[src/rtl/toy_mem_arbiter_if.sv]
// Purpose: bundles the icache port, data port and external memory bus seen by toy_mem_arbiter.
// Ports:   icache read (ic_*), data load/store (dc_*), external memory (mem_*).
// Modports: slave = the arbiter itself, master = the requesters plus memory around it.
interface toy_mem_arbiter_if;
  // icache line-fill read port
  logic        ic_rd;
  logic [31:0] ic_address;
  logic [31:0] ic_data_in;
  logic        ic_data_in_ready;
  // data-side load/store port
  logic        dc_rd;
  logic        dc_wr;
  logic [31:0] dc_address;
  logic [31:0] dc_data_out;
  logic [31:0] dc_data_in;
  logic        dc_data_in_ready;
  // external memory bus
  logic        mem_rd;
  logic        mem_wr;
  logic [31:0] mem_address;
  logic [31:0] mem_wdata;
  logic [31:0] mem_rdata;
  logic        mem_ready;

  modport slave (
    input  ic_rd, ic_address, dc_rd, dc_wr, dc_address, dc_data_out, mem_rdata, mem_ready,
    output ic_data_in, ic_data_in_ready, dc_data_in, dc_data_in_ready,
           mem_rd, mem_wr, mem_address, mem_wdata
  );

  modport master (
    output ic_rd, ic_address, dc_rd, dc_wr, dc_address, dc_data_out, mem_rdata, mem_ready,
    input  ic_data_in, ic_data_in_ready, dc_data_in, dc_data_in_ready,
           mem_rd, mem_wr, mem_address, mem_wdata
  );
endinterface

[src/rtl/toy_mem_arbiter.sv]
// Purpose: merges icache reads and data-port loads/stores onto one memory bus, one transaction at a time.
// Latency: grant edge -> strobe 1 edge; mem_ready edge -> port ready pulse 1 edge; one release cycle after each.
// Backpressure: requests are levels held until the one-cycle ready pulse; mem_ready is the only bus stall.
// Ports: clk, reset (async active-low); bus (slave modport) carries ic_*, dc_* and mem_* signals.
module toy_mem_arbiter #(
  parameter int unsigned IC_BURST_MAX = 4
) (
  input logic              clk,
  input logic              reset,
  toy_mem_arbiter_if.slave bus
);

  localparam int unsigned SW = (IC_BURST_MAX < 1) ? 1 : $clog2(IC_BURST_MAX + 1);
  localparam logic [SW-1:0] BURST_MAX = SW'(IC_BURST_MAX);

  typedef enum logic [1:0] {
    S_IDLE    = 2'd0,
    S_IC_BUSY = 2'd1,
    S_DC_BUSY = 2'd2,
    S_RELEASE = 2'd3
  } state_t;

  state_t        state_q, state_d;
  logic [SW-1:0] ic_streak_q, ic_streak_d;
  logic          mem_rd_q, mem_rd_d;
  logic          mem_wr_q, mem_wr_d;
  logic [31:0]   mem_address_q, mem_address_d;
  logic [31:0]   mem_wdata_q, mem_wdata_d;
  logic [31:0]   ic_data_q, ic_data_d;
  logic [31:0]   dc_data_q, dc_data_d;
  logic          ic_ready_q, ic_ready_d;
  logic          dc_ready_q, dc_ready_d;
  logic          ic_req, dc_req, ic_wins;

  always_comb begin
    state_d       = state_q;
    ic_streak_d   = ic_streak_q;
    mem_rd_d      = mem_rd_q;
    mem_wr_d      = mem_wr_q;
    mem_address_d = mem_address_q;
    mem_wdata_d   = mem_wdata_q;
    ic_data_d     = ic_data_q;
    dc_data_d     = dc_data_q;
    ic_ready_d    = 1'b0;
    dc_ready_d    = 1'b0;
    ic_req        = bus.ic_rd;
    dc_req        = bus.dc_rd | bus.dc_wr;
    // The streak only grows while below the cap, so "not yet at cap" is
    // the same as "below cap"; with a cap of 0 the data port always wins.
    ic_wins       = ic_req && (!dc_req || (ic_streak_q != BURST_MAX));

    case (state_q)
      S_IDLE: begin
        if (ic_wins) begin
          state_d       = S_IC_BUSY;
          mem_rd_d      = 1'b1;
          mem_wr_d      = 1'b0;
          mem_address_d = bus.ic_address;
          mem_wdata_d   = '0;
          // Only a grant taken over a waiting data request counts toward the streak.
          if (dc_req) ic_streak_d = ic_streak_q + SW'(1);
        end else if (dc_req) begin
          state_d       = S_DC_BUSY;
          mem_rd_d      = !bus.dc_wr;
          mem_wr_d      = bus.dc_wr;
          mem_address_d = bus.dc_address;
          mem_wdata_d   = bus.dc_wr ? bus.dc_data_out : 32'd0;
          ic_streak_d   = '0;
        end
      end
      S_IC_BUSY, S_DC_BUSY: begin
        if (bus.mem_ready) begin
          state_d  = S_RELEASE;
          mem_rd_d = 1'b0;
          mem_wr_d = 1'b0;
          // Writes also hand mem_rdata back; the data port ignores it.
          if (state_q == S_IC_BUSY) begin
            ic_data_d  = bus.mem_rdata;
            ic_ready_d = 1'b1;
          end else begin
            dc_data_d  = bus.mem_rdata;
            dc_ready_d = 1'b1;
          end
        end
      end
      S_RELEASE: begin
        // Gives the requester the ready cycle to drop its request before re-arbitration.
        state_d = S_IDLE;
      end
      default: begin
        state_d  = S_IDLE;
        mem_rd_d = 1'b0;
        mem_wr_d = 1'b0;
      end
    endcase
  end

  always_ff @(posedge clk or negedge reset) begin
    if (!reset) begin
      state_q       <= S_IDLE;
      ic_streak_q   <= '0;
      mem_rd_q      <= 1'b0;
      mem_wr_q      <= 1'b0;
      mem_address_q <= '0;
      mem_wdata_q   <= '0;
      ic_data_q     <= '0;
      dc_data_q     <= '0;
      ic_ready_q    <= 1'b0;
      dc_ready_q    <= 1'b0;
    end else begin
      state_q       <= state_d;
      ic_streak_q   <= ic_streak_d;
      mem_rd_q      <= mem_rd_d;
      mem_wr_q      <= mem_wr_d;
      mem_address_q <= mem_address_d;
      mem_wdata_q   <= mem_wdata_d;
      ic_data_q     <= ic_data_d;
      dc_data_q     <= dc_data_d;
      ic_ready_q    <= ic_ready_d;
      dc_ready_q    <= dc_ready_d;
    end
  end

  assign bus.mem_rd           = mem_rd_q;
  assign bus.mem_wr           = mem_wr_q;
  assign bus.mem_address      = mem_address_q;
  assign bus.mem_wdata        = mem_wdata_q;
  assign bus.ic_data_in       = ic_data_q;
  assign bus.ic_data_in_ready = ic_ready_q;
  assign bus.dc_data_in       = dc_data_q;
  assign bus.dc_data_in_ready = dc_ready_q;

endmodule

[src/flat_wrapper.sv]
// flat-port wrapper written by rule: the top's interface ports become plain ports
module toy_mem_arbiter_flat 
#(
  parameter int unsigned IC_BURST_MAX = 4
)
  (clk, reset, bus_ic_rd, bus_ic_address, bus_dc_rd, bus_dc_wr, bus_dc_address, bus_dc_data_out, bus_mem_rdata, bus_mem_ready, bus_ic_data_in, bus_ic_data_in_ready, bus_dc_data_in, bus_dc_data_in_ready, bus_mem_rd, bus_mem_wr, bus_mem_address, bus_mem_wdata);
  toy_mem_arbiter_if bus_i ();
  input logic clk;
  input logic reset;
  input wire logic [$bits(bus_i.ic_rd)-1:0] bus_ic_rd;
  input wire logic [$bits(bus_i.ic_address)-1:0] bus_ic_address;
  input wire logic [$bits(bus_i.dc_rd)-1:0] bus_dc_rd;
  input wire logic [$bits(bus_i.dc_wr)-1:0] bus_dc_wr;
  input wire logic [$bits(bus_i.dc_address)-1:0] bus_dc_address;
  input wire logic [$bits(bus_i.dc_data_out)-1:0] bus_dc_data_out;
  input wire logic [$bits(bus_i.mem_rdata)-1:0] bus_mem_rdata;
  input wire logic [$bits(bus_i.mem_ready)-1:0] bus_mem_ready;
  output wire logic [$bits(bus_i.ic_data_in)-1:0] bus_ic_data_in;
  output wire logic [$bits(bus_i.ic_data_in_ready)-1:0] bus_ic_data_in_ready;
  output wire logic [$bits(bus_i.dc_data_in)-1:0] bus_dc_data_in;
  output wire logic [$bits(bus_i.dc_data_in_ready)-1:0] bus_dc_data_in_ready;
  output wire logic [$bits(bus_i.mem_rd)-1:0] bus_mem_rd;
  output wire logic [$bits(bus_i.mem_wr)-1:0] bus_mem_wr;
  output wire logic [$bits(bus_i.mem_address)-1:0] bus_mem_address;
  output wire logic [$bits(bus_i.mem_wdata)-1:0] bus_mem_wdata;
  assign bus_i.ic_rd = bus_ic_rd;
  assign bus_i.ic_address = bus_ic_address;
  assign bus_i.dc_rd = bus_dc_rd;
  assign bus_i.dc_wr = bus_dc_wr;
  assign bus_i.dc_address = bus_dc_address;
  assign bus_i.dc_data_out = bus_dc_data_out;
  assign bus_i.mem_rdata = bus_mem_rdata;
  assign bus_i.mem_ready = bus_mem_ready;
  assign bus_ic_data_in = bus_i.ic_data_in;
  assign bus_ic_data_in_ready = bus_i.ic_data_in_ready;
  assign bus_dc_data_in = bus_i.dc_data_in;
  assign bus_dc_data_in_ready = bus_i.dc_data_in_ready;
  assign bus_mem_rd = bus_i.mem_rd;
  assign bus_mem_wr = bus_i.mem_wr;
  assign bus_mem_address = bus_i.mem_address;
  assign bus_mem_wdata = bus_i.mem_wdata;
  toy_mem_arbiter #(.IC_BURST_MAX(IC_BURST_MAX)) u_core (.clk(clk), .reset(reset), .bus(bus_i));
endmodule
[config.mk]
export PLATFORM = sky130hd
export DESIGN_NAME = toy_mem_arbiter_flat
export DESIGN_NICKNAME = d
export VERILOG_FILES = /design/src/rtl/toy_mem_arbiter_if.sv /design/src/rtl/toy_mem_arbiter.sv /design/src/flat_wrapper.sv
export SDC_FILE = /design/constraint.sdc
export NUM_CORES = 1
export LEC_CHECK = 0
export ABC_AREA = 0
export ABC_CLOCK_PERIOD_IN_PS = 3840
export CAP_MARGIN = 20
export CORE_ASPECT_RATIO = 1.1
export CORE_UTILIZATION = 44
export DETAILED_ROUTE_END_ITERATION = 12
export PLACE_DENSITY_LB_ADDON = 0.1
export SETUP_SLACK_MARGIN = 0.05
export SLEW_MARGIN = 5
export SYNTH_ARGS = -nofsm -noshare
export SYNTH_HDL_FRONTEND = slang
export SYNTH_SLANG_ARGS = --single-unit
export TNS_END_PERCENT = 1
[constraint.sdc]
create_clock -name clk -period 3.84 [get_ports clk]
set_clock_uncertainty 0.05 [all_clocks]
set_input_delay 0.576 -clock clk [delete_from_list [all_inputs] [get_ports clk]]
set_output_delay 0.576 -clock clk [all_outputs]
set_load 0.02 [all_outputs]
==> impl_metrics.toml <==
[die]
fp-row-count = 42
die_x_microns = 109.6
start_util_pct = 45.77
dieArea_sq_um = 13190
io_pins = 266
coreArea_sq_um = 12240
die_h_microns = 120.4

[cells_and_area]
nets = 840
fin_util_pct = 73.22
n_antenna_cell = 0
areaGrowthSynthToFinish_pct = 59.97
drive_gt1_share_pct = 12.06

[power]
p_clk_share_pct = 20.7
power_density_nw_per_um2 = 900.0
p_switching_uw = 2994
p_int_uw = 5074
seqPwrFrac_pct = 30.8
pwr-share-comb_pct = 48.4
leakage_uw = 0.003785
swShare_pct = 37.11
peakVddDrop_mv = 0.4649

[synth]
yosys-top-cells-area = "dfrtp_1 61%, mux2_2 8.2%, a22o_1 5.2%"
ys_ff_latch = 137
synth_warnings = 0
synthDistinctLibCells = 30
synth_top_family_by_area = "compound AO/OA/AOI/OAI gates"
synth_most_common_cell = "dfrtp_1"
synth-main-ff-cell = "dfrtp_1"
ys_seq_area_share_pct = 61.17
syn_area_per_cell_sq_um = 12.71
synthSimpleGateAreaFrac_pct = 3.706
synth-xor-area-share_pct = 0
synth.area.mux_share_pct = 13.24
synth_fa_ha_area_share_pct = 1.340
synthCells = 441
yosys-top-cells-count = "137 x dfrtp_1, 41 x mux2_2, 34 x a31oi_1"
syn-num-nets = 581
yosys.area.top_type = "dfrtp_1"
synth_edf_count = 0
async_flop_share_pct = 100.0
synth_compound_area_share_pct = 16.74
synth_area_sq_um = 5604
yosys.area.top_type_share_pct = 61.17

[global_route]
overflow = 0
grt_pass1_vias = 4771
grtUsageTotal_pct = 24.38
grt_pass1_wl_mm = 24.33
grt_max_degree = 117
antenna_found_initial = 0

[clock_network]
root_buffer = "clkbuf_16"
tritoncts = "done"
htreeDepth = 4
clk_pin_slew_ns = 0.06
clk_path_buf_depth = 2
clock_sinks = 137
cts_buffers = 17
cts_setup_buffers = 0
insertion_delay_ns = 0.40
holdBufCountCts = 0
cts.repair.resized = 0

[critical_path]
startpoint_type = "flip-flop"
path_class = "flip-flop to flip-flop"
r2r_slack_ns = 1.34
crit_path_top_delay_cell = "nand3b_1"
worstPathArrival_ns = 2.74
crit_family = "simple AND/OR/NAND/NOR gates"
crit_buf_inv = 2
crit_chain = "inv_1, ha_1, nand3b_1, buf_4, mux2_1"
critPathMaxFanout = 18
cp.required_ns = 4.07
end_kind = "flip-flop"
crit_path_max_incr_delay_ns = 0.61

[placed_design]
hpwl_mm = 10.74
gp_congestion = 0.7795
numPortBuffers = 265

[status]
status = "finished, final reports clean"

[sta]
setup_viol_count_final = 0
fmax_mhz = 399.3
min_period_ns = 2.504
drv_slew = 0
maxSlewHeadroom_pct = 42.78
tightestPinTransition_ns = 0.8573
rsz0062_at_grt = "false"
tns_ns = 0
fin_crit_sh_pct = 65.22
hold_viol_final = 0
whs_ns = 0.02331

[detailed_routing]
wire_per_inst_microns = 18.02
drt-initial-drc-count = 245
postRouteAntennaNets = 0
vias = 4629
drc = 0
drtPass1Iterations = 4
routed_wl_mm = 15.62
viasPerCell = 5.339

[run]
maxCapViolCount = 0

[worst_hold_path]
worstHoldPathType = "input pin to async pin"
## layout by cell type (no fill, tap or decap), drive strengths merged
cell	instances
a31oi	34
a211o	1
mux2	65
a32o	2
nor4b	1
inv	12
a21bo	1
bufinv	3
nand2	3
a22o	33
nor3	1
o21ai	36
o211a	1
ha	6
o211ai	1
nor2	33
clkdlybuf4s50	264
a21oi	33
nand2b	2
nor2b	1
clkbuf	19
dfrtp	137
mux2i	1
nand3	3
o31ai	1
and3	1
clkinv	3
clkinvlp	3
o31a	1
nand3b	1
buf	10
## power groups by stage
stage	registers, uW	clock network (uW)	logic (uW)
detailed placement	2500	0	3910
CTS	2490	1700	3940
finish	2490	1670	3910
floorplan	3230	0	1370
global route	2570	1760	4170
global placement	2470	0	3820
## layout make-up
class / instances / area, sq um
sequential: 137 / 3428
fill: 878 / 3279
timing repair buffer: 274 / 2741
multi-input combinational: 262 / 1963
clock buffer: 19 / 442.9
tap: 154 / 192.7
clock inverter: 13 / 166.4
inverter: 8 / 30.03
## routing by layer
metal	global-route usage, %	wire length [microns]	part of all wire, %
met5	0	0	0
met4	9.500	361	2.3
met2	41.00	7887	50
met1	28.60	5989	38
met3	8.032	1382	8.8
## logic make-up after synthesis
group,Yosys count
compound gates,144
fa+ha+maj,6
buf+inv,42
flops,137
mux,66
simple gates,46
## path summary, 6_finish.rpt
path / to / cells past startpoint / startpoint
max: u_core.bus.dc_data_in[14]$_DFFE_PN0P_ / 5 / u_core.state_q[0]$_DFFE_PN0P_
min: u_core.bus.ic_data_in[9]$_DFFE_PN0P_ / 1 / reset
max reg2reg: u_core.bus.dc_data_in[14]$_DFFE_PN0P_ / 5 / u_core.state_q[0]$_DFFE_PN0P_
min reg2reg: u_core.bus.dc_data_in[6]$_DFFE_PN0P_ / 1 / u_core.bus.dc_data_in[6]$_DFFE_PN0P_
max in group asynchronous: u_core.bus.mem_address[27]$_DFFE_PN0P_ / 2 / reset
min in group clk: u_core.bus.dc_data_in[6]$_DFFE_PN0P_ / 1 / u_core.bus.dc_data_in[6]$_DFFE_PN0P_
## worst reg2reg max path, cell delays in order (launching register included)
cell      delay (ns)
dfrtp_1         0.38
inv_1           0.09
ha_1            0.43
nand3b_1        0.61
buf_4           0.47
mux2_1          0.35
## flip-flops by register name, summed over array words and instances, names as in the netlist
signal / count
u_core.bus.ic_data_in_ready: 1
u_core.bus.ic_data_in: 32
u_core.state_q: 2
u_core.bus.mem_address: 32
u_core.bus.mem_rd: 1
u_core.bus.dc_data_in_ready: 1
u_core.bus.mem_wdata: 32
u_core.bus.dc_data_in: 32
u_core.ic_streak_q: 3
u_core.bus.mem_wr: 1
## per-stage QoR
step | setup WS, ns | cell area, sq um | power, uW | std cells
floorplan | 2.088 | 5604 | 4605 | 441
detailed placement | 1.147 | 8328 | 6411 | 834
finish | 1.336 | 8965 | 8068 | 867
CTS | 1.326 | 8937 | 8125 | 866
global route | 1.187 | 8965 | 8511 | 867
global placement | 1.184 | 8328 | 6284 | 834
(Power assumes the default switching activity.)
